File: src/rtl/alu_pkg.sv
// Shared definitions for the ALU execution datapath and its control unit.
// Op codes here must stay in step with the ALU control unit.
package alu_pkg;

    localparam int ALU_WIDTH = 8;

    localparam logic [1:0] OP_ADD = 2'b00;
    localparam logic [1:0] OP_SUB = 2'b01;
    localparam logic [1:0] OP_MUL = 2'b10;
    localparam logic [1:0] OP_DIV = 2'b11;

    typedef enum logic [1:0] {
        ST_IDLE   = 2'd0,
        ST_ADDSUB = 2'd1,
        ST_MUL_IT = 2'd2,
        ST_DIV_IT = 2'd3
    } alu_state_t;

endpackage

File: src/rtl/alu_iter_core.sv
// Shared iterative engine for MUL (shift-add, LSB first) and DIV (restoring, MSB first).
// acc_next is the post-step value, so the caller can register the final result on the last step.
module alu_iter_core
    import alu_pkg::*;
#(
    parameter int WIDTH = ALU_WIDTH
) (
    input  logic               clk,
    input  logic               reset,
    input  logic               start,
    input  logic               mode_div,
    input  logic [WIDTH-1:0]   operand_a,
    input  logic [WIDTH-1:0]   operand_b,
    input  logic               run,
    output logic               last,
    output logic [2*WIDTH-1:0] acc_next
);

    localparam int CW = (WIDTH > 1) ? $clog2(WIDTH) : 1;

    logic [2*WIDTH-1:0] acc;
    logic [WIDTH-1:0]   mcand;
    logic               mode_q;
    logic [CW-1:0]      cnt;

    logic [WIDTH-1:0]   acc_hi;
    logic [WIDTH-1:0]   acc_lo;
    logic [WIDTH:0]     mul_sum;
    logic [WIDTH:0]     rem_shift;
    logic [WIDTH-1:0]   rem_diff;
    logic               rem_ge;

    assign acc_hi = acc[2*WIDTH-1:WIDTH];
    assign acc_lo = acc[WIDTH-1:0];

    // The shifted remainder needs WIDTH+1 bits; once b is subtracted it fits WIDTH again.
    always_comb begin
        mul_sum   = {1'b0, acc_hi} + (acc_lo[0] ? {1'b0, mcand} : '0);
        rem_shift = {acc_hi, acc_lo[WIDTH-1]};
        rem_ge    = (rem_shift >= {1'b0, mcand});
        rem_diff  = rem_shift[WIDTH-1:0] - mcand;
        if (mode_q) begin
            if (rem_ge) begin
                acc_next = {rem_diff, acc_lo[WIDTH-2:0], 1'b1};
            end else begin
                acc_next = {rem_shift[WIDTH-1:0], acc_lo[WIDTH-2:0], 1'b0};
            end
        end else begin
            acc_next = {mul_sum, acc_lo[WIDTH-1:1]};
        end
    end

    assign last = run && (cnt == CW'(WIDTH - 1));

    always_ff @(posedge clk or negedge reset) begin
        if (!reset) begin
            acc    <= '0;
            mcand  <= '0;
            mode_q <= 1'b0;
            cnt    <= '0;
        end else if (start) begin
            // MUL keeps the multiplier in the low half; DIV keeps the dividend there.
            acc    <= mode_div ? {{WIDTH{1'b0}}, operand_a} : {{WIDTH{1'b0}}, operand_b};
            mcand  <= mode_div ? operand_b : operand_a;
            mode_q <= mode_div;
            cnt    <= '0;
        end else if (run) begin
            acc <= acc_next;
            cnt <= last ? '0 : cnt + 1'b1;
        end
    end

endmodule

File: src/rtl/alu_exec_unit.sv
// Multi-cycle execution datapath: single-cycle ADD/SUB, eight-step MUL/DIV,
// registered results with a one-cycle valid pulse and a busy level.
//
// state     | meaning
// ST_IDLE   | waiting for load_alu; operands and op latched on accept
// ST_ADDSUB | one-cycle completion for ADD, SUB and DIV by zero
// ST_MUL_IT | shift-add multiply steps in alu_iter_core
// ST_DIV_IT | restoring divide steps in alu_iter_core
module alu_exec_unit
    import alu_pkg::*;
#(
    parameter int WIDTH = ALU_WIDTH
) (
    input  logic             clk,
    input  logic             reset,
    input  logic             load_alu,
    input  logic [1:0]       alu_op,
    input  logic [WIDTH-1:0] operand_a,
    input  logic [WIDTH-1:0] operand_b,
    output logic [WIDTH-1:0] result_lo,
    output logic [WIDTH-1:0] result_hi,
    output logic             carry,
    output logic             div_by_zero,
    output logic             busy,
    output logic             valid
);

    alu_state_t state, state_next;

    logic [WIDTH-1:0]   a_q, b_q;
    logic [1:0]         op_q;
    logic               accept;
    logic               core_start;
    logic               core_run;
    logic               core_last;
    logic [2*WIDTH-1:0] core_acc_next;
    logic [WIDTH:0]     addsub_sum;
    logic [WIDTH:0]     addsub_diff;

    logic [WIDTH-1:0]   lo_next, hi_next;
    logic               carry_next, dbz_next, busy_next, valid_next;

    assign accept     = (state == ST_IDLE) && load_alu;
    assign core_start = accept && ((alu_op == OP_MUL) ||
                                   ((alu_op == OP_DIV) && (operand_b != '0)));
    assign core_run   = (state == ST_MUL_IT) || (state == ST_DIV_IT);

    alu_iter_core #(.WIDTH(WIDTH)) u_iter_core (
        .clk       (clk),
        .reset     (reset),
        .start     (core_start),
        .mode_div  (alu_op[0]),
        .operand_a (operand_a),
        .operand_b (operand_b),
        .run       (core_run),
        .last      (core_last),
        .acc_next  (core_acc_next)
    );

    // MSB of the widened difference is the borrow (a < b).
    assign addsub_sum  = {1'b0, a_q} + {1'b0, b_q};
    assign addsub_diff = {1'b0, a_q} - {1'b0, b_q};

    always_comb begin
        state_next = state;
        lo_next    = result_lo;
        hi_next    = result_hi;
        carry_next = carry;
        dbz_next   = div_by_zero;
        busy_next  = busy;
        valid_next = 1'b0;

        case (state)
            ST_IDLE: begin
                if (load_alu) begin
                    busy_next = 1'b1;
                    case (alu_op)
                        OP_ADD:  state_next = ST_ADDSUB;
                        OP_SUB:  state_next = ST_ADDSUB;
                        OP_MUL:  state_next = ST_MUL_IT;
                        default: state_next = (operand_b == '0) ? ST_ADDSUB : ST_DIV_IT;
                    endcase
                end
            end

            ST_ADDSUB: begin
                valid_next = 1'b1;
                busy_next  = 1'b0;
                state_next = ST_IDLE;
                case (op_q)
                    OP_ADD: begin
                        lo_next    = addsub_sum[WIDTH-1:0];
                        hi_next    = '0;
                        carry_next = addsub_sum[WIDTH];
                        dbz_next   = 1'b0;
                    end
                    OP_SUB: begin
                        lo_next    = addsub_diff[WIDTH-1:0];
                        hi_next    = '0;
                        carry_next = addsub_diff[WIDTH];
                        dbz_next   = 1'b0;
                    end
                    default: begin
                        lo_next    = '1;
                        hi_next    = a_q;
                        carry_next = 1'b0;
                        dbz_next   = 1'b1;
                    end
                endcase
            end

            ST_MUL_IT, ST_DIV_IT: begin
                if (core_last) begin
                    lo_next    = core_acc_next[WIDTH-1:0];
                    hi_next    = core_acc_next[2*WIDTH-1:WIDTH];
                    carry_next = 1'b0;
                    dbz_next   = 1'b0;
                    valid_next = 1'b1;
                    busy_next  = 1'b0;
                    state_next = ST_IDLE;
                end
            end

            default: state_next = ST_IDLE;
        endcase
    end

    always_ff @(posedge clk or negedge reset) begin
        if (!reset) begin
            state <= ST_IDLE;
        end else begin
            state <= state_next;
        end
    end

    always_ff @(posedge clk or negedge reset) begin
        if (!reset) begin
            result_lo   <= '0;
            result_hi   <= '0;
            carry       <= 1'b0;
            div_by_zero <= 1'b0;
            busy        <= 1'b0;
            valid       <= 1'b0;
            a_q         <= '0;
            b_q         <= '0;
            op_q        <= OP_ADD;
        end else begin
            result_lo   <= lo_next;
            result_hi   <= hi_next;
            carry       <= carry_next;
            div_by_zero <= dbz_next;
            busy        <= busy_next;
            valid       <= valid_next;
            if (accept) begin
                a_q  <= operand_a;
                b_q  <= operand_b;
                op_q <= alu_op;
            end
        end
    end

endmodule

File: config.mk
export PLATFORM = sky130hd
export DESIGN_NAME = alu_exec_unit
export DESIGN_NICKNAME = d
export VERILOG_FILES = /design/src/rtl/alu_pkg.sv /design/src/rtl/alu_iter_core.sv /design/src/rtl/alu_exec_unit.sv
export SDC_FILE = /design/constraint.sdc
export NUM_CORES = 1
export LEC_CHECK = 0
export ABC_AREA = 1
export CORE_MARGIN = 2
export CORE_UTILIZATION = 59
export DETAILED_ROUTE_END_ITERATION = 10
export PLACE_DENSITY = 0.81
export SETUP_SLACK_MARGIN = 0.4
export SYNTH_ARGS = -nofsm -noshare
export SYNTH_HDL_FRONTEND = slang
export SYNTH_HIERARCHICAL = 1
export SYNTH_SLANG_ARGS = --single-unit
File: constraint.sdc
create_clock -name clk -period 2.55 [get_ports clk]
set_input_delay 0.255 -clock clk [delete_from_list [all_inputs] [get_ports clk]]
set_output_delay 0.255 -clock clk [all_outputs]
set_load 0.01 [all_outputs]
==> results by stage <==
Clock network:
- The clock sink count is 68.
- The later-pin clock latency in the skew report is 350 ps.
- The H-tree generated during clock tree synthesis spans 3 levels.
- The clock passes through at most 2 buffers.
- Buffers inserted during clock tree synthesis total 9.
- The TritonCTS clock tree is yes.
- After clock tree synthesis, the clock-pin slew on the worst setup and hold paths is 90 ps.
- CTS placed an instance of clkbuf_8 at the clock tree root.

Floorplan:
- Once the floorplan was initialized, standard cells occupied 60.9% of the core.
- In this run the standard cell core region covers 8260 um^2.
- The die covers 9280 um^2.
- The vertical die dimension is 96.3 um.
- Pin placement for this block handled 41 I/O pins.
- The x dimension of the die is 96.3 um.
- In this run the core area contains 33 standard-cell rows.

Route:
- The first detailed-routing pass ran for 5 iterations.
- The final route contains 5109 vias.
- Dividing the detail-routed wire length by the instance count gives 17.6 um.
- The detail route stage leaves a number of antenna-violating nets equal to 0.
- After detailed routing, the number of remaining DRC violations is 0.
- Wires add up to 14900 um.
- In the routed layout, each cell is associated on average with a via count of 6.03.
- After the first detailed-routing iteration, the DRC count stood at 633.

Yosys:
- The dominant cell type by area after synthesis is dfrtp_1.
- The synthesized netlist occupies a cell area of 5030 um^2.
- The synthesized netlist contains 43 unique library cells.
- The most used flip-flop cell after synthesis is dfrtp_1.
- Yosys instantiated no cell more often than nand2_1.
- The net count after synthesis is 755.
- In the synthesized netlist, the cells that appear most often are 195 x nand2_1, 91 x inv_1, 78 x nand3_1, 68 x dfrtp_1, 44 x o21ai_0.
- Dividing the synthesized area by the synthesized cell count gives 7.24 um^2.
- Yosys attributes the largest share of cell area to dfrtp_1 34%, nand2_1 15%, ha_1 8.7%.
- The sequential share of the synthesized area is 33.8%.
- The number of flops mapped to enable cells by yosys is 0.
- The number of warning messages in the yosys log is 6.
- The number of register bits inferred by synthesis is 68.
- The fraction of post-synthesis cell area in the top cell type by area is 33.8%.
- The share of synthesized flip-flops with an asynchronous set or reset is 100%.
- The post-synthesis cell count is 695.

Final layout:
- The post-synthesis to final-layout area growth is 17.1%.
- The total number of nets in the final design is 797.
- The fraction of final layout cells sized beyond drive strength 1 is 11.3%.
- After filler insertion, the fill cell instance count of the layout stands at 686.
- For this run, the number of standard cells in the final layout without fillers is 847.
- The final cell area excluding filler cells is 5890 um^2.
- The post-layout utilization of the core is 71.3%.
- 0 antenna diodes ended up in the layout.

STA:
- The final critical path takes up 83.6% of the cycle.
- The number of pins exceeding their max-slew limit in the final report is 0.
- For the final database, setup skew stands at 13.9 ps.
- The total negative slack is 0 ps.
- The final count of hold timing violations came to 0.
- The slew at the pin with the worst max-slew slack is 525 ps.
- Setup repair after global routing could not meet its margin everywhere.
- The total of endpoints with negative setup slack in the final report is 0.
- Counting I/O delays and the setup requirement, the final critical path takes 2130 ps.
- The worst-case setup margin in the final layout is 419 ps.
- The final hold slack is 296 ps.
- The worst slew margin relative to its limit is 64.7%.
- Timing would allow up to 469 MHz.

Run status:
- The run finished with clean final reports.

Power:
- The overall power of the completed layout is 9.44 mW.
- Dividing total power by cell area gives a power density of 1600 nW/um^2.
- The peak supply drop is 1160 uV.
- The static power due to leakage is 2.98 nW.

Worst setup path:
- The worst setup path is launched from a register.
- The endpoint arrival time on the critical path is 2390 ps.
- The startpoint of the lowest-slack register-to-register path is u_iter_core/acc[0].
- Measured in cells, the most critical reg-to-reg path has a length of 11.
- Along the worst path, the maximum fanout reaches 9.
- The critical path in this run is classified as reg2reg.
- The worst register-to-register path has a setup slack of 420 ps.
- For the worst setup path, the data required time is 2810 ps.
- The kind of capture point of the worst setup path is a register.
- In this run the critical register-to-register path is captured at result_hi[7].

Worst hold path:
- The type of the most critical hold path is in2async.

GRT:
- The first global-routing pass estimated 23300 um of wire.
- The via count of the first global-routing pass is 4561.
- The maximum number of pins on one net before global-route repair is 61.
- The remaining global-route overflow is 0.
- The initial antenna violation count is 0.
- The global routing usage summed across all routing layers is 33.3%.

Place:
- Timing analysis after detailed placement gives a worst setup slack of 415 ps.
- The total instance count after detailed placement is 826.
- The instance area after placement is 5480 um^2.
- Port buffering added 40 buffers.
- Once detailed placement completed, the half-perimeter wirelength came to 11200 um.
- The routability congestion estimate is 0.970.

Job:
- Max-cap violations in this run came to 0.
==> cell type report <==
cell class,count,area (um^2),share of cell area [%]
clock buffers,9,124,2.10
clock inverters,7,139,2.36
inverters,99,373,6.33
multi-input cells,505,2900,49.3
flip-flops and latches,68,1710,28.9
well taps,105,131,2.23
repair buffers,54,515,8.75
==> cell families after synthesis <==
kind of cell,after synthesis,synth area share (%)
XOR/XNOR,10,1.74
buffers and inverters,123,10.7
AND/OR/NAND/NOR,354,31.3
adder cells (fa/ha/maj),39,10.3
flip-flops,68,33.8
AO/OA/AOI/OAI,101,12.2
==> power breakdown <==
part | internal, mW | switching (mW) | total, mW
Sequential | 1.58 | 0.519 | 2.10
Combinational | 2.32 | 3.81 | 6.14
Clock | 0.747 | 0.454 | 1.20
Total | 4.65 | 4.79 | 9.44
==> how the worst max path moves through the flow <==
stage                   end  cells past startpoint                from  slack [ps]
2_1_floorplan  result_hi[7]                     12  u_iter_core/acc[0]         540
3_3_place_gp   result_hi[4]                     11  u_iter_core/acc[7]         430
3_5_place_dp   result_hi[7]                     11  u_iter_core/acc[0]         420
4_1_cts        result_hi[6]                     13  u_iter_core/acc[7]         410
5_1_grt        result_hi[6]                     13  u_iter_core/acc[7]         320
6_report       result_hi[7]                     11  u_iter_core/acc[0]         420
==> per-layer routing <==
| metal | vias to the layer above | global-route usage, % | share of wire (%) |
|---|---|---|---|
| met1 | 2387 | 50.5 | 44 |
| met4 | 0 | 10.6 | 1.8 |
| li1 | 2349 | - | - |
| met5 | - | 0 | 0 |
| met3 | 28 | 6.34 | 11 |
| met2 | 345 | 47.9 | 43 |
==> sequential cells by signal, indices dropped and copies added (netlist names) <==
name                cells
a_q                     8
div_by_zero             1
carry                   1
u_iter_core/mode_q      1
valid                   1
u_iter_core/cnt         3
result_hi               8
op_q                    2
busy                    1
u_iter_core/mcand       8
state                   2
result_lo               8
u_iter_core/acc        16
b_q                     8
==> worst max-delay path: stages, from the launching register on <==
cell and delay, ps:
dfrtp_2 480, nand2_1 90, inv_1 60, ha_2 390, nand2_1 90, or2_2 310, nand3_1 110, nand3_1 90
nand3_1 90, and2_1 140, nand3_1 80, o211ai_1 110
==> what timing repair did <==
item | 4_1_cts | 5_1_grt
resized for setup | 1 | 22
setup endpoints to repair | 1 | 15
gates cloned | 0 | 1
buffers inserted | 0 | 3
hold buffers | 1 | 0
pin swaps | 0 | 2
hold endpoints to repair | 8 | 0
==> layout by cell type (no fill, tap or decap), types with 2 or more instances in the layout <==
master / n
a21oi_1: 19
fa_2: 2
nand3_2: 4
xnor2_1: 4
bufinv_16: 4
nand2_2: 10
o211ai_1: 7
o21ai_0: 43
clkinv_2: 3
dfrtp_1: 65
o21bai_1: 2
buf_4: 12
ha_2: 3
a21oi_2: 3
o22ai_1: 9
and2_1: 6
fa_1: 2
dfrtp_2: 3
nand2_1: 193
clkbuf_8: 9
nor2_4: 3
clkdlybuf4s50_1: 39
o21a_1: 2
ha_4: 6
nor2_2: 4
inv_1: 90
nand3_1: 77
xor2_1: 6
nor2_1: 40
inv_2: 7
nand4_1: 14
o221ai_1: 7
ha_1: 26
Power figures use the tool's default switching activity.
